<file path="config.mk">
export PLATFORM = sky130hd
export DESIGN_NAME = gpio_in_pattern_gen
export DESIGN_NICKNAME = d
export VERILOG_FILES = /design/src/rtl/gpio_in_pattern_gen.sv
export SDC_FILE = /design/constraint.sdc
export NUM_CORES = 1
export LEC_CHECK = 0
export BUFFER_PORTS_ARGS = -buffer_cell sky130_fd_sc_hd__buf_4
export CAP_MARGIN = 10
export CELL_PAD_IN_SITES_DETAIL_PLACEMENT = 1
export CELL_PAD_IN_SITES_GLOBAL_PLACEMENT = 2
export CORE_ASPECT_RATIO = 0.7
export CORE_MARGIN = 1
export CORE_UTILIZATION = 38
export CTS_BUF_LIST = sky130_fd_sc_hd__clkbuf_8
export DETAILED_ROUTE_END_ITERATION = 7
export HOLD_SLACK_MARGIN = 0.02
export PLACE_DENSITY_LB_ADDON = 0.05
export SETUP_SLACK_MARGIN = 0.4
export SLEW_MARGIN = 20
export SYNTH_ARGS = -nofsm -noshare
export SYNTH_HDL_FRONTEND = slang
export SYNTH_SLANG_ARGS = --single-unit
</file>
<file path="constraint.sdc">
create_clock -name sys_clk -period 7.3 [get_ports sys_clk]
set_clock_uncertainty 0.05 [all_clocks]
set_input_delay 1.095 -clock sys_clk [delete_from_list [all_inputs] [get_ports sys_clk]]
set_output_delay 1.095 -clock sys_clk [all_outputs]
set_load 0.01 [all_outputs]
</file>
<file path="src/rtl/gpio_in_pattern_gen.sv">
// Drives a programmable test pattern onto the FPGA-to-RPi GPIO lines.
// Each burst advances once per prescaled step and is framed by start/busy/done.
module gpio_in_pattern_gen #(
    parameter int GPIO_W   = 28,
    parameter int STEP_CNT = 50000000,
    parameter int NSTEP_W  = 16
) (
    input  logic               sys_clk,
    input  logic               sys_rst,
    input  logic               start,
    input  logic               stop,
    input  logic [1:0]         mode,
    input  logic [NSTEP_W-1:0] num_steps,
    output logic [GPIO_W-1:0]  gpio_out,
    output logic               busy,
    output logic               done,
    output logic               step_tick,
    output logic               led_1,
    output logic               led_2
);

    localparam int PW = (STEP_CNT > 2) ? $clog2(STEP_CNT) : 1;
    localparam logic [PW-1:0] PRESC_MAX = PW'(STEP_CNT - 1);

    typedef enum logic [0:0] {IDLE = 1'b0, RUN = 1'b1} state_t;

    state_t               state_r, state_s;
    logic [1:0]           mode_r, mode_s;
    logic [NSTEP_W-1:0]   nsteps_r, nsteps_s;
    logic [NSTEP_W-1:0]   step_cnt_r, step_cnt_s;
    logic [NSTEP_W-1:0]   step_inc_s;
    logic [PW-1:0]        presc_r, presc_s;
    logic [GPIO_W-1:0]    gpio_r, gpio_s;
    logic                 busy_r, busy_s;
    logic                 done_r, done_s;
    logic                 tick_r, tick_s;
    logic                 led_r, led_s;

    function automatic logic [GPIO_W-1:0] seed_of(input logic [1:0] m);
        logic [GPIO_W-1:0] s;
        s = '0;
        case (m)
            2'd0: s = {{(GPIO_W-1){1'b0}}, 1'b1};
            2'd2: begin
                for (int i = 0; i < GPIO_W; i++) begin
                    s[i] = ((i % 2) == 0) ? 1'b1 : 1'b0;
                end
            end
            default: s = '0;
        endcase
        return s;
    endfunction

    function automatic logic [GPIO_W-1:0] advance(input logic [1:0] m,
                                                  input logic [GPIO_W-1:0] v);
        logic [GPIO_W-1:0] r;
        case (m)
            2'd0:    r = {v[GPIO_W-2:0], v[GPIO_W-1]};
            2'd1:    r = v + {{(GPIO_W-1){1'b0}}, 1'b1};
            default: r = ~v;
        endcase
        return r;
    endfunction

    assign step_inc_s = step_cnt_r + NSTEP_W'(1);

    // Next-state and next-output logic for the IDLE/RUN burst controller.
    always_comb begin
        state_s    = state_r;
        mode_s     = mode_r;
        nsteps_s   = nsteps_r;
        step_cnt_s = step_cnt_r;
        presc_s    = presc_r;
        gpio_s     = gpio_r;
        busy_s     = busy_r;
        done_s     = 1'b0;
        tick_s     = 1'b0;
        led_s      = led_r;
        case (state_r)
            IDLE: begin
                busy_s = 1'b0;
                if (start) begin
                    state_s    = RUN;
                    mode_s     = mode;
                    nsteps_s   = num_steps;
                    step_cnt_s = '0;
                    presc_s    = '0;
                    gpio_s     = seed_of(mode);
                    busy_s     = 1'b1;
                end else begin
                    state_s = IDLE;
                end
            end
            RUN: begin
                // stop wins over a coinciding tick: no advance, no done
                if (stop) begin
                    state_s = IDLE;
                    busy_s  = 1'b0;
                    presc_s = '0;
                end else if (presc_r == PRESC_MAX) begin
                    presc_s    = '0;
                    gpio_s     = advance(mode_r, gpio_r);
                    tick_s     = 1'b1;
                    led_s      = ~led_r;
                    step_cnt_s = step_inc_s;
                    if ((nsteps_r != '0) && (step_inc_s == nsteps_r)) begin
                        done_s  = 1'b1;
                        state_s = IDLE;
                        busy_s  = 1'b0;
                    end else begin
                        busy_s = 1'b1;
                    end
                end else begin
                    presc_s = presc_r + PW'(1);
                end
            end
            default: begin
                state_s = IDLE;
                busy_s  = 1'b0;
            end
        endcase
    end

    // State and output registers with synchronous reset.
    always_ff @(posedge sys_clk) begin
        if (sys_rst) begin
            state_r    <= IDLE;
            mode_r     <= 2'd0;
            nsteps_r   <= '0;
            step_cnt_r <= '0;
            presc_r    <= '0;
            gpio_r     <= '0;
            busy_r     <= 1'b0;
            done_r     <= 1'b0;
            tick_r     <= 1'b0;
            led_r      <= 1'b0;
        end else begin
            state_r    <= state_s;
            mode_r     <= mode_s;
            nsteps_r   <= nsteps_s;
            step_cnt_r <= step_cnt_s;
            presc_r    <= presc_s;
            gpio_r     <= gpio_s;
            busy_r     <= busy_s;
            done_r     <= done_s;
            tick_r     <= tick_s;
            led_r      <= led_s;
        end
    end

    assign gpio_out  = gpio_r;
    assign busy      = busy_r;
    assign done      = done_r;
    assign step_tick = tick_r;
    assign led_1     = busy_r;
    assign led_2     = led_r;

endmodule

</file>
Word-level counts from Yosys, hierarchy flattened --
Cells that the tools add are included.
Cells by class: shift-type cells 0, reductions and logical operators 9, muxes and demuxes 24, eq/ne operators 8, divide/modulo/power cells 0, $lt $le $gt $ge 0, add/subtract/negate cells 3, bitwise gates (word level) 5, multiply operators 0
Operators with widths (count):
- $pmux 28 s2 | 2
- $mux 28 | 3
- $mux 26 | 3
- $pmux 27 s2 | 1
- $pmux 26 s2 | 1
- $mux 16 | 3
- $pmux 16 s2 | 1
- $add 28x1->28 const B | 1
- $not 28->28 | 1
- $add 26x1->26 const B | 1
- $eq 26x26->1 const B | 1
- $add 16x1->16 const B | 1
- $eq 16x16->1 | 1
- $reduce_bool 16->1 | 1
- $mux 1 | 8
- $reduce_and 3->1 | 2
- $logic_not 2->1 | 2
- $ne 2x2->1 const B | 2
- $not 1->1 | 4
- $pmux 1 s2 | 2
- $reduce_or 4->1 | 1
- $ne 3x2->1 const B | 1
- $reduce_or 3->1 | 1
- $eq 2x1->1 const B | 1
- 4 further kinds | 4
Word-level totals: bits in latches 0, flip-flop bits (word level) 93, input port bits 22, memories kept 0, bits in read-only memories 0, RAM bits 0, output and inout bits 33

Longest topological paths before layout --
depth in word-level cells 7, mapped depth 10, mapped depth without buffers 8

Least setup slack after synthesis --
Ideal clock, no wire load.
kind input to register, start input stop, end register gpio_r[16] (netlist: gpio_out[16]), path buffers 1, arrival time 2.282 ns, library setup time 0.132 ns, path slack 4.836 ns, stages on the path 7, cells stage by stage nor2b_1 > nand4_1 > nand2_2 > nand2_1 > buf_2 > a221oi_1 > nor3_1
On the way: longest elaborated chain between the ends 2
Ends and longest elaborated chain:
- from (decl) | line 11 | input logic stop,
- $ne 2x2->1 (no source line)
- $reduce_and 3->1 (no source line)
- to (signal assigned) | line 143 | gpio_r <= gpio_s;
- to (decl) | line 33 | logic [GPIO_W-1:0] gpio_r, gpio_s;
Every way passes these cells. A chain may end at the register's enable or synchronous reset.

Final worst setup path --
start register presc_r[0], end register gpio_r[16] (netlist: gpio_out[16])
On the way: longest elaborated chain between the ends 3
Ends and longest elaborated chain:
- from (decl) | line 32 | logic [PW-1:0] presc_r, presc_s;
- from (signal assigned) | line 142 | presc_r <= presc_s;
- $eq 26x26->1 | line 100 | end else if (presc_r == PRESC_MAX) begin
- $ne 2x1->1 (no source line)
- $reduce_and 3->1 (no source line)
Every way passes these cells.

==> flow_summary_export.csv <==
group,metric,value,unit
sta,final.setup.tns,0,ns
route,drcViolationCount,0,
route,first_iter_violations,318,
sta,tightest_slew,1.106,ns
cts,ctsResizeCount,0,
global_routing,overflow,0,
floorplanning,rows,36,
critical_path,cpPeakStageDelay,0.82,ns
sta,rsz0062_at_grt,"false",
critical_path,path_buf_inv,0,
cts,htreeDepth,3,
floorplanning,fp.dieH,102.2,microns
cts,cts-root-buf,"clkbuf_8",
sta,slew_headroom,26.17,%
logic_synthesis,ys_seq_area_share,34.18,%
route,drt_first_pass_iters,4,
placement,io_buffer_count,54,
final_layout,multi_input_area,0.003357,sq mm
floorplanning,core_area,0.01396,sq mm
cts,clk_pin_slew_worst_paths,0.09,ns
logic_synthesis,netlist_area,0.005446,sq mm
cts,clkSinkCount,93,
logic_synthesis,syn_avg_cell_area,7.291,sq um
cts,cts_buffers,9,
sta,min_period,3.866,ns
logic_synthesis,synth-main-ff-cell,"dfxtp_1",
route,wl_per_cell,18.73,microns
final_layout,fillerInstances,1760,
critical_path,crit_slowest_cell,"nand2_2",
route,wl,17.96,mm
placement,dp_hpwl,12.80,mm
placement,gp_congestion,0.8390,
route,postRouteAntennaNets,0,
route,viasPerCell,5.818,
floorplanning,die_w,145.1,microns
logic_synthesis,ys_warn_count,0,
floorplanning,io_pins,55,
route,vias,5579,
critical_path,arrival,4.06,ns
hold_path,hold_path_class,"register to register",
critical_path,cp_common_cell,"nor3_1",
final_layout,nets,790,
logic_synthesis,synthDistinctLibCells,65,
global_routing,grt_pass1_vias,5551,
cts,cts_tree,"yes",
final_layout,drive_gt1_share,11.70,%
logic_synthesis,async_reset_ff_share,0,%
sta,max_freq,258.7,MHz
critical_path,cp_max_fo,28,
global_routing,track_usage,24.96,%
critical_path,cp-end-kind,"register",
sta,hold_viol,0,
critical_path,crit_type,"register to register",
critical_path,critPathLaunchType,"register",
job,cap_viol_max_count,0,
status,status,"completed",
sta,setup_viol,0,
critical_path,crit_chain,"ha_1 -> nand3_1 -> nor3_1 -> nand4_1 -> nand2_2 -> nand2_1 -> a221oi_1 -> nor3_1",
floorplanning,initial_utilization,39.01,%
logic_synthesis,synth_nets,772,
cts,hold_buffers,0,
final_layout,seq_area,0.001862,sq mm
power,leakage,2.094,nW
floorplanning,die_area,0.01482,sq mm
power,powerDensity,168.5,mW/mm^2
critical_path,worst_ep_required_time,7.49,ns
sta,final_max_slew_viol_count,0,
global_routing,antenna_found_initial,0,
logic_synthesis,ys_ff_latch,93,
power,ir_worst_vdd,0.00007258,V
sta,post-route-period-util,52.96,%
cts,insertion_delay,0.39,ns
logic_synthesis,synth-edff-count,0,
final_layout,n_antenna_cell,0,
cts,cts_buffer_depth,2,
logic_synthesis,syn-instance-count,747,
critical_path,crit_family,"simple AND/OR/NAND/NOR gates",
power,p_total,1.025,mW
placement,dpl_cell_area,0.005914,sq mm
final_layout,syn2layout_area_growth,11.65,%
final_layout,design_area,0.006081,sq mm
cts,cts_setup_buffers,0,
global_routing,grt_pass1_wl,29.27,mm
global_routing,grt_max_degree,73,
[logic make-up after synthesis]
kind of cell / Yosys count / synth area share (%)
AOI/OAI and AO/OA: 207 / 22.83
xor gates and xnor gates: 40 / 6.432
adders and majority gates: 3 / 0.6893
buffers and inverters: 57 / 4.227
DFF: 93 / 34.18
muxes: 4 / 0.7352
and+or+nand+nor: 343 / 30.90
[sequential cells by signal, summed over array words and instances, names as in the netlist]
signal / flops
mode_r: 2
busy: 1
gpio_out: 28
step_cnt_r: 16
state_r: 1
done: 1
nsteps_r: 16
led_2: 1
presc_r: 26
step_tick: 1
[worst paths after layout]
check	from	depth (start not counted)	slack [ns]	endpoint
hold reg to reg	nsteps_r[0]	2	0.45	nsteps_r[0]
setup / recovery	presc_r[0]	8	3.43	gpio_out[16]
hold / removal	nsteps_r[0]	2	0.45	nsteps_r[0]
setup reg to reg	presc_r[0]	8	3.43	gpio_out[16]
[tightest hold or removal path: stages (launching register included)]
cell and delay, ns:
dfxtp_1 0.35, nand2_1 0.06, a21oi_1 0.05
[layer usage]
layer	vias up	GRT usage, %	share of wire, %
li1	2732	-	-
met1	2733	35.63	52
met2	91	37.91	43
met3	23	4.643	3.4
met4	0	8.340	1.4
met5	-	0	0
[stage by stage]
step | hold WS, ns | std cells | worst slack, ns | utilization [%]
detailed placement | 0.4348 | 944 | 3.133 | 42.36
global placement | 0.4299 | 944 | 3.316 | 42.36
CTS | 0.4528 | 959 | 3.479 | 43.55
finish | 0.4541 | 959 | 3.434 | 43.55
global route | 0.4874 | 959 | 3.094 | 43.55
floorplan | 0.3982 | 747 | 4.836 | -
[layout by cell type (no fill, tap or decap), types with 9 or more instances in the layout]
cell	Yosys	final
buf_4	1	58
a21oi_1	84	84
a211oi_1	11	11
nand4_1	13	13
nand3_1	31	31
o21ai_0	48	48
a31oi_1	12	12
nor4_1	10	10
nor2_1	89	88
clkbuf_8	0	9
xnor2_1	23	23
nor3_1	32	32
nand2_1	103	103
xor2_1	17	17
dfxtp_1	93	93
[final cells by class]
class,instances,share of cell area [%]
clock buffers,9,2.037
clock inverters,6,0.6996
inverters,6,0.3704
multi-input cells,597,55.21
flip-flops and latches,93,30.62
well taps,190,3.909
repair buffers,58,7.161
[power breakdown]
part           internal, mW  switching, mW
logic                0.0609         0.0934
registers             0.524         0.0279
clock network         0.122          0.197
[synth_stat cells, types with 5 or more instances]
cell	number	area (sq um)
a211oi_1	11	82.58
a21oi_1	84	420.4
a311oi_1	6	52.55
a31oi_1	12	75.07
and2_1	7	43.79
and3_1	6	37.54
and4_1	6	52.55
buf_2	9	45.04
clkbuf_1	38	142.6
dfxtp_1	93	1862
inv_1	6	22.52
nand2_1	103	386.6
nand2b_1	6	37.54
nand3_1	31	155.2
nand4_1	13	81.33
nor2_1	89	334.1
nor2b_1	8	50.05
nor3_1	32	160.2
nor4_1	10	62.56
nor4b_1	6	52.55
o2111ai_1	5	43.79
o211ai_1	6	45.04
o21ai_0	48	240.2
o22ai_1	8	50.05
xnor2_1	23	201.4
xor2_1	17	148.9
Power figures use the tool's default switching activity.
